$ cat config.mk
export PLATFORM = sky130hd
export DESIGN_NAME = mem_arbiter_flat
export DESIGN_NICKNAME = d
export VERILOG_FILES = /design/src/rtl/mem_arbiter_pkg.sv /design/src/rtl/mem_arbiter_if.sv /design/src/rtl/mem_arbiter_burst_guard.sv /design/src/rtl/mem_arbiter.sv /design/src/flat_wrapper.sv
export SDC_FILE = /design/constraint.sdc
export NUM_CORES = 1
export LEC_CHECK = 0
export CAP_MARGIN = 0
export CORE_MARGIN = 5
export CORE_UTILIZATION = 28
export DETAILED_ROUTE_END_ITERATION = 8
export PLACE_DENSITY = 0.86
export SYNTH_ARGS = -nofsm -noshare
export SYNTH_HDL_FRONTEND = slang
export SYNTH_SLANG_ARGS = --single-unit
$ cat constraint.sdc
create_clock -name clk -period 3.3 [get_ports clk]
set_input_delay 0.66 -clock clk [delete_from_list [all_inputs] [get_ports clk]]
set_output_delay 0.66 -clock clk [all_outputs]
set_load 0.05 [all_outputs]
$ cat src/rtl/mem_arbiter_pkg.sv
// ---------------------------------------------------------------------------
// astra_bus_pkg : shared bus constants and owner encoding for mem_arbiter
// Rev 1.0
// ---------------------------------------------------------------------------
`default_nettype none

package astra_bus_pkg;

  localparam int AW_DEFAULT = 16;
  localparam int DW_DEFAULT = 8;

  localparam logic RW_READ  = 1'b1;
  localparam logic RW_WRITE = 1'b0;

  typedef enum logic {
    OWN_CPU = 1'b0,
    OWN_DMA = 1'b1
  } owner_t;

endpackage

`default_nettype wire

$ cat src/rtl/mem_arbiter_if.sv
// ---------------------------------------------------------------------------
// mem_arbiter_if : core, DMA and RAM buses around the RAM arbiter
// Rev 1.0
// ---------------------------------------------------------------------------
`default_nettype none

interface mem_arbiter_if #(
  parameter int AW = 16,
  parameter int DW = 8
);
  logic          cpu_rw;
  logic [AW-1:0] cpu_ad;
  logic [DW-1:0] cpu_d_out;
  logic [DW-1:0] cpu_d_in;
  logic          cpu_rdy;

  logic          dma_req;
  logic          dma_rw;
  logic [AW-1:0] dma_addr;
  logic [DW-1:0] dma_wdata;
  logic          dma_ack;
  logic          dma_rvalid;
  logic [DW-1:0] dma_rdata;

  logic          mem_rw;
  logic [AW-1:0] mem_a;
  logic [DW-1:0] mem_d_out;
  logic [DW-1:0] mem_d_in;

  // Arbiter side
  modport slave (
    input  cpu_rw, cpu_ad, cpu_d_out, dma_req, dma_rw, dma_addr, dma_wdata, mem_d_in,
    output cpu_d_in, cpu_rdy, dma_ack, dma_rvalid, dma_rdata, mem_rw, mem_a, mem_d_out
  );

  // Requesters and RAM side
  modport master (
    output cpu_rw, cpu_ad, cpu_d_out, dma_req, dma_rw, dma_addr, dma_wdata, mem_d_in,
    input  cpu_d_in, cpu_rdy, dma_ack, dma_rvalid, dma_rdata, mem_rw, mem_a, mem_d_out
  );
endinterface

`default_nettype wire

$ cat src/rtl/mem_arbiter_burst_guard.sv
// ---------------------------------------------------------------------------
// burst_guard : counts consecutive DMA acks and forces one CPU cycle at MAX_BURST
// Rev 1.0
// ---------------------------------------------------------------------------
`default_nettype none

module burst_guard #(
  parameter int MAX_BURST = 16
) (
  input  wire logic clk,
  input  wire logic rst,
  input  wire logic own_i,
  input  wire logic ack_i,
  output logic      force_release_o
);
  localparam int CNT_W = (MAX_BURST > 2) ? $clog2(MAX_BURST) : 1;
  localparam logic [CNT_W-1:0] C_LAST = CNT_W'(MAX_BURST - 1);

  logic [CNT_W-1:0] burst_cnt_q;

  always_ff @(posedge clk or posedge rst) begin
    if (rst) begin
      burst_cnt_q <= '0;
    end else if (!own_i) begin
      burst_cnt_q <= '0;
    end else if (ack_i && (burst_cnt_q != C_LAST)) begin
      burst_cnt_q <= burst_cnt_q + 1'b1;
    end
  end

  assign force_release_o = own_i & ack_i & (burst_cnt_q == C_LAST);

endmodule

`default_nettype wire

$ cat src/rtl/mem_arbiter.sv
// ---------------------------------------------------------------------------
// mem_arbiter : shares the single-port RAM between the 6502 core and a DMA port.
// Optional starvation guard enabled by macro ARB_STARVE_GUARD_EN.  Rev 1.0
// ---------------------------------------------------------------------------
`default_nettype none

module mem_arbiter
  import astra_bus_pkg::*;
#(
  parameter int AW        = AW_DEFAULT,
  parameter int DW        = DW_DEFAULT,
  parameter int MAX_BURST = 16
) (
  input wire logic     clk,
  input wire logic     rst,
  mem_arbiter_if.slave bus
);

  if (MAX_BURST < 2) begin : g_bad_max_burst
    $error("mem_arbiter: MAX_BURST must be at least 2");
  end

  owner_t        own_q, own_d;
  logic          prev_cpu_q;
  logic [DW-1:0] cpu_hold_q;
  logic          dma_rvalid_q;

  logic          w_dma_ack;
  logic          w_force_release;
  logic [AW-1:0] w_mem_a;

  assign w_dma_ack = (own_q == OWN_DMA) & bus.dma_req;

`ifdef ARB_STARVE_GUARD_EN
  burst_guard #(
    .MAX_BURST(MAX_BURST)
  ) u_burst_guard (
    .clk            (clk),
    .rst            (rst),
    .own_i          (own_q == OWN_DMA),
    .ack_i          (w_dma_ack),
    .force_release_o(w_force_release)
  );
`else
  assign w_force_release = 1'b0;
`endif

  always_ff @(posedge clk or posedge rst) begin
    if (rst) begin
      own_q <= OWN_CPU;
    end else begin
      own_q <= own_d;
    end
  end

  always_comb begin
    own_d         = OWN_CPU;
    bus.mem_rw    = bus.cpu_rw;
    w_mem_a       = bus.cpu_ad;
    bus.mem_d_out = bus.cpu_d_out;
    if (own_q == OWN_CPU) begin
      if (bus.dma_req) begin
        own_d = OWN_DMA;
      end
    end else begin
      // A dropped request turns the owned cycle into a harmless idle read
      bus.mem_rw    = bus.dma_req ? bus.dma_rw : RW_READ;
      w_mem_a       = bus.dma_addr;
      bus.mem_d_out = bus.dma_wdata;
      if (bus.dma_req && !w_force_release) begin
        own_d = OWN_DMA;
      end
    end
  end

  always_ff @(posedge clk or posedge rst) begin
    if (rst) begin
      prev_cpu_q   <= 1'b1;
      cpu_hold_q   <= '0;
      dma_rvalid_q <= 1'b0;
    end else begin
      prev_cpu_q   <= (own_q == OWN_CPU);
      if (prev_cpu_q) begin
        cpu_hold_q <= bus.mem_d_in;
      end
      dma_rvalid_q <= w_dma_ack & (bus.dma_rw == RW_READ);
    end
  end

  assign bus.mem_a      = w_mem_a;
  assign bus.cpu_rdy    = (own_q == OWN_CPU);
  assign bus.dma_ack    = w_dma_ack;
  assign bus.dma_rvalid = dma_rvalid_q;
  assign bus.dma_rdata  = bus.mem_d_in;
  // The core keeps seeing its last read while the DMA port owns the RAM
  assign bus.cpu_d_in   = prev_cpu_q ? bus.mem_d_in : cpu_hold_q;

endmodule

`default_nettype wire

$ cat src/flat_wrapper.sv
// flat-port wrapper written by rule: the top's interface ports become plain ports
module mem_arbiter_flat import astra_bus_pkg::*;
#(
  parameter int AW        = AW_DEFAULT,
  parameter int DW        = DW_DEFAULT,
  parameter int MAX_BURST = 16
)
  (clk, rst, bus_cpu_rw, bus_cpu_ad, bus_cpu_d_out, bus_dma_req, bus_dma_rw, bus_dma_addr, bus_dma_wdata, bus_mem_d_in, bus_cpu_d_in, bus_cpu_rdy, bus_dma_ack, bus_dma_rvalid, bus_dma_rdata, bus_mem_rw, bus_mem_a, bus_mem_d_out);
  mem_arbiter_if #(.AW(AW), .DW(DW)) bus_i ();
  input wire logic clk;
  input wire logic rst;
  input wire logic [$bits(bus_i.cpu_rw)-1:0] bus_cpu_rw;
  input wire logic [$bits(bus_i.cpu_ad)-1:0] bus_cpu_ad;
  input wire logic [$bits(bus_i.cpu_d_out)-1:0] bus_cpu_d_out;
  input wire logic [$bits(bus_i.dma_req)-1:0] bus_dma_req;
  input wire logic [$bits(bus_i.dma_rw)-1:0] bus_dma_rw;
  input wire logic [$bits(bus_i.dma_addr)-1:0] bus_dma_addr;
  input wire logic [$bits(bus_i.dma_wdata)-1:0] bus_dma_wdata;
  input wire logic [$bits(bus_i.mem_d_in)-1:0] bus_mem_d_in;
  output wire logic [$bits(bus_i.cpu_d_in)-1:0] bus_cpu_d_in;
  output wire logic [$bits(bus_i.cpu_rdy)-1:0] bus_cpu_rdy;
  output wire logic [$bits(bus_i.dma_ack)-1:0] bus_dma_ack;
  output wire logic [$bits(bus_i.dma_rvalid)-1:0] bus_dma_rvalid;
  output wire logic [$bits(bus_i.dma_rdata)-1:0] bus_dma_rdata;
  output wire logic [$bits(bus_i.mem_rw)-1:0] bus_mem_rw;
  output wire logic [$bits(bus_i.mem_a)-1:0] bus_mem_a;
  output wire logic [$bits(bus_i.mem_d_out)-1:0] bus_mem_d_out;
  assign bus_i.cpu_rw = bus_cpu_rw;
  assign bus_i.cpu_ad = bus_cpu_ad;
  assign bus_i.cpu_d_out = bus_cpu_d_out;
  assign bus_i.dma_req = bus_dma_req;
  assign bus_i.dma_rw = bus_dma_rw;
  assign bus_i.dma_addr = bus_dma_addr;
  assign bus_i.dma_wdata = bus_dma_wdata;
  assign bus_i.mem_d_in = bus_mem_d_in;
  assign bus_cpu_d_in = bus_i.cpu_d_in;
  assign bus_cpu_rdy = bus_i.cpu_rdy;
  assign bus_dma_ack = bus_i.dma_ack;
  assign bus_dma_rvalid = bus_i.dma_rvalid;
  assign bus_dma_rdata = bus_i.dma_rdata;
  assign bus_mem_rw = bus_i.mem_rw;
  assign bus_mem_a = bus_i.mem_a;
  assign bus_mem_d_out = bus_i.mem_d_out;
  mem_arbiter #(.AW(AW), .DW(DW), .MAX_BURST(MAX_BURST)) u_core (.clk(clk), .rst(rst), .bus(bus_i));
endmodule
[Yosys cells after proc, flatten, opt, wreduce, memory -nomap -nowiden]
Cells that the tools add are included.
Storage, ports and cells
  register bits: 11
  bits of input ports: 61
  output and inout port bits: 44
  word-level logic and storage cells: 13
Cells by class
  multiplexer cells: 6
  bitwise gates (word level): 3
Operator list (count)
  2-to-1 mux 16 bit: 1
  2-to-1 mux 8 bit: 2
  2-to-1 mux 1 bit: 3
  AND 1 bit: 2
  NOT 1 bit: 1

[Logic depth before layout (Yosys ltp)]
  depth after elaboration: 2
  depth in mapped cells: 4
  gate-level depth less buffers: 2

[Worst setup path after synthesis]
Ideal clock, no wire load.
  kind: input -> output
  start: in bus_dma_req
  end: out bus_mem_rw
  arrival: 1.847 ns
  required time: 2.640 ns
  setup slack: 0.793 ns
  stages on the path: 2
  buffers on the path: 0
  cells stage by stage: and2_1 a21oi_1
Between the ends
  longest elaborated chain between the ends: 2
RTL lines
  from (decl): RTL line flat_wrapper.sv:15  | input wire logic [$bits(bus_i.dma_req)-1:0] bus_dma_req;
  2-to-1 mux 1 bit: RTL line mem_arbiter.sv:67  | bus.mem_rw = bus.dma_req ? bus.dma_rw : RW_READ;
  2-to-1 mux 1 bit: RTL line mem_arbiter.sv:61  | if (own_q == OWN_CPU) begin
  to (decl): RTL line flat_wrapper.sv:25  | output wire logic [$bits(bus_i.mem_rw)-1:0] bus_mem_rw;
No other way between the ends.

[Worst setup path after layout]
  start: in bus_dma_req
  end: out bus_dma_ack
Between the ends
  longest elaborated chain between the ends: 1
RTL lines
  AND 1 bit: RTL line mem_arbiter.sv:32  | assign w_dma_ack = (own_q == OWN_DMA) & bus.dma_req;
  to (decl): RTL line flat_wrapper.sv:22  | output wire logic [$bits(bus_i.dma_ack)-1:0] bus_dma_ack;
No other way between the ends.

==> impl_metrics.json <==
{
  "core-area_sq_um": 2829,
  "gp_congestion": 0.6925,
  "synth_nets": 123,
  "wire_per_inst_um": 15.92,
  "fin_skew_ns": 0.002373,
  "clock_sinks": 11,
  "final_nets": 221,
  "chipHeight_um": 64.80,
  "min_period_ns": 2.779,
  "ys_ff_latch": 11,
  "cp-start-kind": "input port",
  "finalHoldViolCount": 0,
  "clk_pin_slew_ns": 0.06,
  "max_slew_margin": 0.6508,
  "cts-root-buf": "clkbuf_4",
  "final_cell_mix": "clkdlybuf4s50_1, mux2_4, mux2_2",
  "maxSlewViolCount": 0,
  "die_w_um": 64.80,
  "power_frac_clock": 0.144,
  "hold_path_class": "flip-flop to flip-flop",
  "ir_drop_mv": 0.2053,
  "yosysSeqAreaShare": 0.3289,
  "first_pass_iters": 3,
  "io_pins": 105,
  "cts_tree": "built",
  "cp.required_ns": 2.64,
  "grt_overflow": 0,
  "internal-power_mw": 0.3610,
  "p_comb_frac": 0.605,
  "p_leak_nw": 0.7817,
  "grt_pass1_wl_mm": 4.574,
  "num_rows": 19,
  "setup_viol": 0,
  "io_buffers": 104,
  "cp-end-kind": "output port",
  "via_per_inst": 4.426,
  "status": "complete, no violations",
  "dp_hpwl_mm": 2.728,
  "fin_crit_sh": 0.8420,
  "p_per_area_nw_per_um2": 326.7,
  "die_area_sq_um": 4199,
  "max-clock-path-buffers": 2,
  "utilization": 0.6519,
  "grt_max_degree": 29,
  "syn_area_sq_um": 840.8,
  "rsz0062_at_grt": "no",
  "vias": 841,
  "final_common_cell": "clkdlybuf4s50_1",
  "p_seq_frac": 0.251,
  "clock_latency_ns": 0.26,
  "yosys_warnings": 0,
  "ctsHtreeMaxLevel": 1,
  "initial_core_util": 0.2972,
  "cts_setup_buffers": 0,
  "synth.distinct_cells": 13,
  "drcViolationCount": 0,
  "crit_fanout": 3,
  "antenna_found_initial": 0,
  "maxCapViolCount": 0,
  "cts.hold.buffers_added": 0,
  "drive_gt1_frac": 0.2390,
  "worst_pin_slew_ns": 0.5221,
  "first_global_vias": 956,
  "ant_nets": 0,
  "drtIter0Drc": 12,
  "cts.repair.resized": 0,
  "netlist_instances": 62,
  "crit_type": "input port to output port",
  "wirelength_mm": 3.024,
  "fmax_mhz": 359.9,
  "arrival_ns": 2.12,
  "grt_usage": 0.1409,
  "tritoncts.num_buffers": 3,
  "netSwitchingFraction": 0.4008,
  "p_switching_mw": 0.2414,
  "tns_ns": 0,
  "avgSynthCellArea_sq_um": 13.56,
  "n_antenna_cell": 0,
  "syn_to_final_growth_pct": 119.3
}
## cells in the mapped netlist, drive strengths merged
cell,instances,area (sq um)
a21oi,1,5.000
and2,1,6.260
and3,1,6.260
buf,12,107.6
dfrtp,10,250.2
dfstp,1,26.28
inv,3,11.26
mux2,32,424.2
nor2,1,3.750
## sequential cells by signal, summed over array words and instances (netlist names)
signal and count:
u_core.prev_cpu_q 1, u_core.cpu_hold_q 8, u_core.bus.dma_rvalid 1, u_core.own_q 1
## area by class of cell
| cell class | count | area, sq um |
|---|---|---|
| Timing Repair Buffer | 105 | 1046 |
| Clock buffer | 4 | 26.28 |
| Tap cell | 31 | 38.79 |
| Inverter | 3 | 11.26 |
| Fill cell | 225 | 984.7 |
| Multi-Input combinational cell | 36 | 445.4 |
| Sequential cell | 11 | 276.5 |
## worst max-delay path, stage by stage
cell,delay [ns]
clkdlybuf4s50_1,0.49
and2_1,0.16
clkdlybuf4s50_1,0.81
## cells by family (layout without fill, tap and decap cells)
group	Yosys count	after routing	share of synthesized area
AO/OA/AOI/OAI	1	1	0.005947
buffers and inverters	15	112	0.1414
flip-flops	11	11	0.3289
multiplexers	32	32	0.5045
AND/OR/NAND/NOR	3	3	0.01935
## per-layer routing
metal | vias up | GRT usage | part of all wire
met5 | - | 0 | 0
met4 | 0 | 0.02375 | 0.0063
met3 | 2 | 0.06736 | 0.13
met2 | 63 | 0.2656 | 0.54
met1 | 378 | 0.1415 | 0.33
li1 | 398 | - | -
## path summary, 6_finish.rpt
| path | cells after the start | startpoint | endpoint | slack, ns |
|---|---|---|---|---|
| setup reg to reg | 1 | u_core.prev_cpu_q | u_core.cpu_hold_q[4] | 2.16 |
| hold reg to reg | 1 | u_core.cpu_hold_q[2] | u_core.cpu_hold_q[2] | 0.50 |
| min in group asynchronous | 2 | rst | u_core.cpu_hold_q[3] | 0.69 |
| max in group asynchronous | 2 | rst | u_core.prev_cpu_q | 2.28 |
| setup / recovery | 3 | bus_dma_req | bus_dma_ack | 0.52 |
| hold / removal | 1 | u_core.cpu_hold_q[2] | u_core.cpu_hold_q[2] | 0.50 |
## power groups by stage
| stage | clock, mW | combinational (mW) | sequential [mW] |
|---|---|---|---|
| 2_1_floorplan | 0 | 0.224 | 0.153 |
| 3_3_place_gp | 0 | 0.363 | 0.153 |
| 3_5_place_dp | 0 | 0.367 | 0.154 |
| 4_1_cts | 0.0918 | 0.368 | 0.151 |
| 5_1_grt | 0.102 | 0.380 | 0.153 |
| 6_report | 0.0869 | 0.364 | 0.151 |
## per-stage QoR
stage / total power [mW] / cells / worst slack (ns) / cell area, sq um / hold slack, ns
3_3_place_gp: 0.5162 / 186 / 0.5463 / 1818 / 0.4812
4_1_cts: 0.6116 / 190 / 0.5180 / 1844 / 0.5019
6_report: 0.6025 / 190 / 0.5214 / 1844 / 0.4997
2_1_floorplan: 0.3768 / 62 / 0.7925 / 840.8 / 0.5117
3_5_place_dp: 0.5215 / 186 / 0.5297 / 1818 / 0.4870
5_1_grt: 0.6345 / 190 / 0.4674 / 1844 / 0.5093
(Power assumes the default switching activity.)
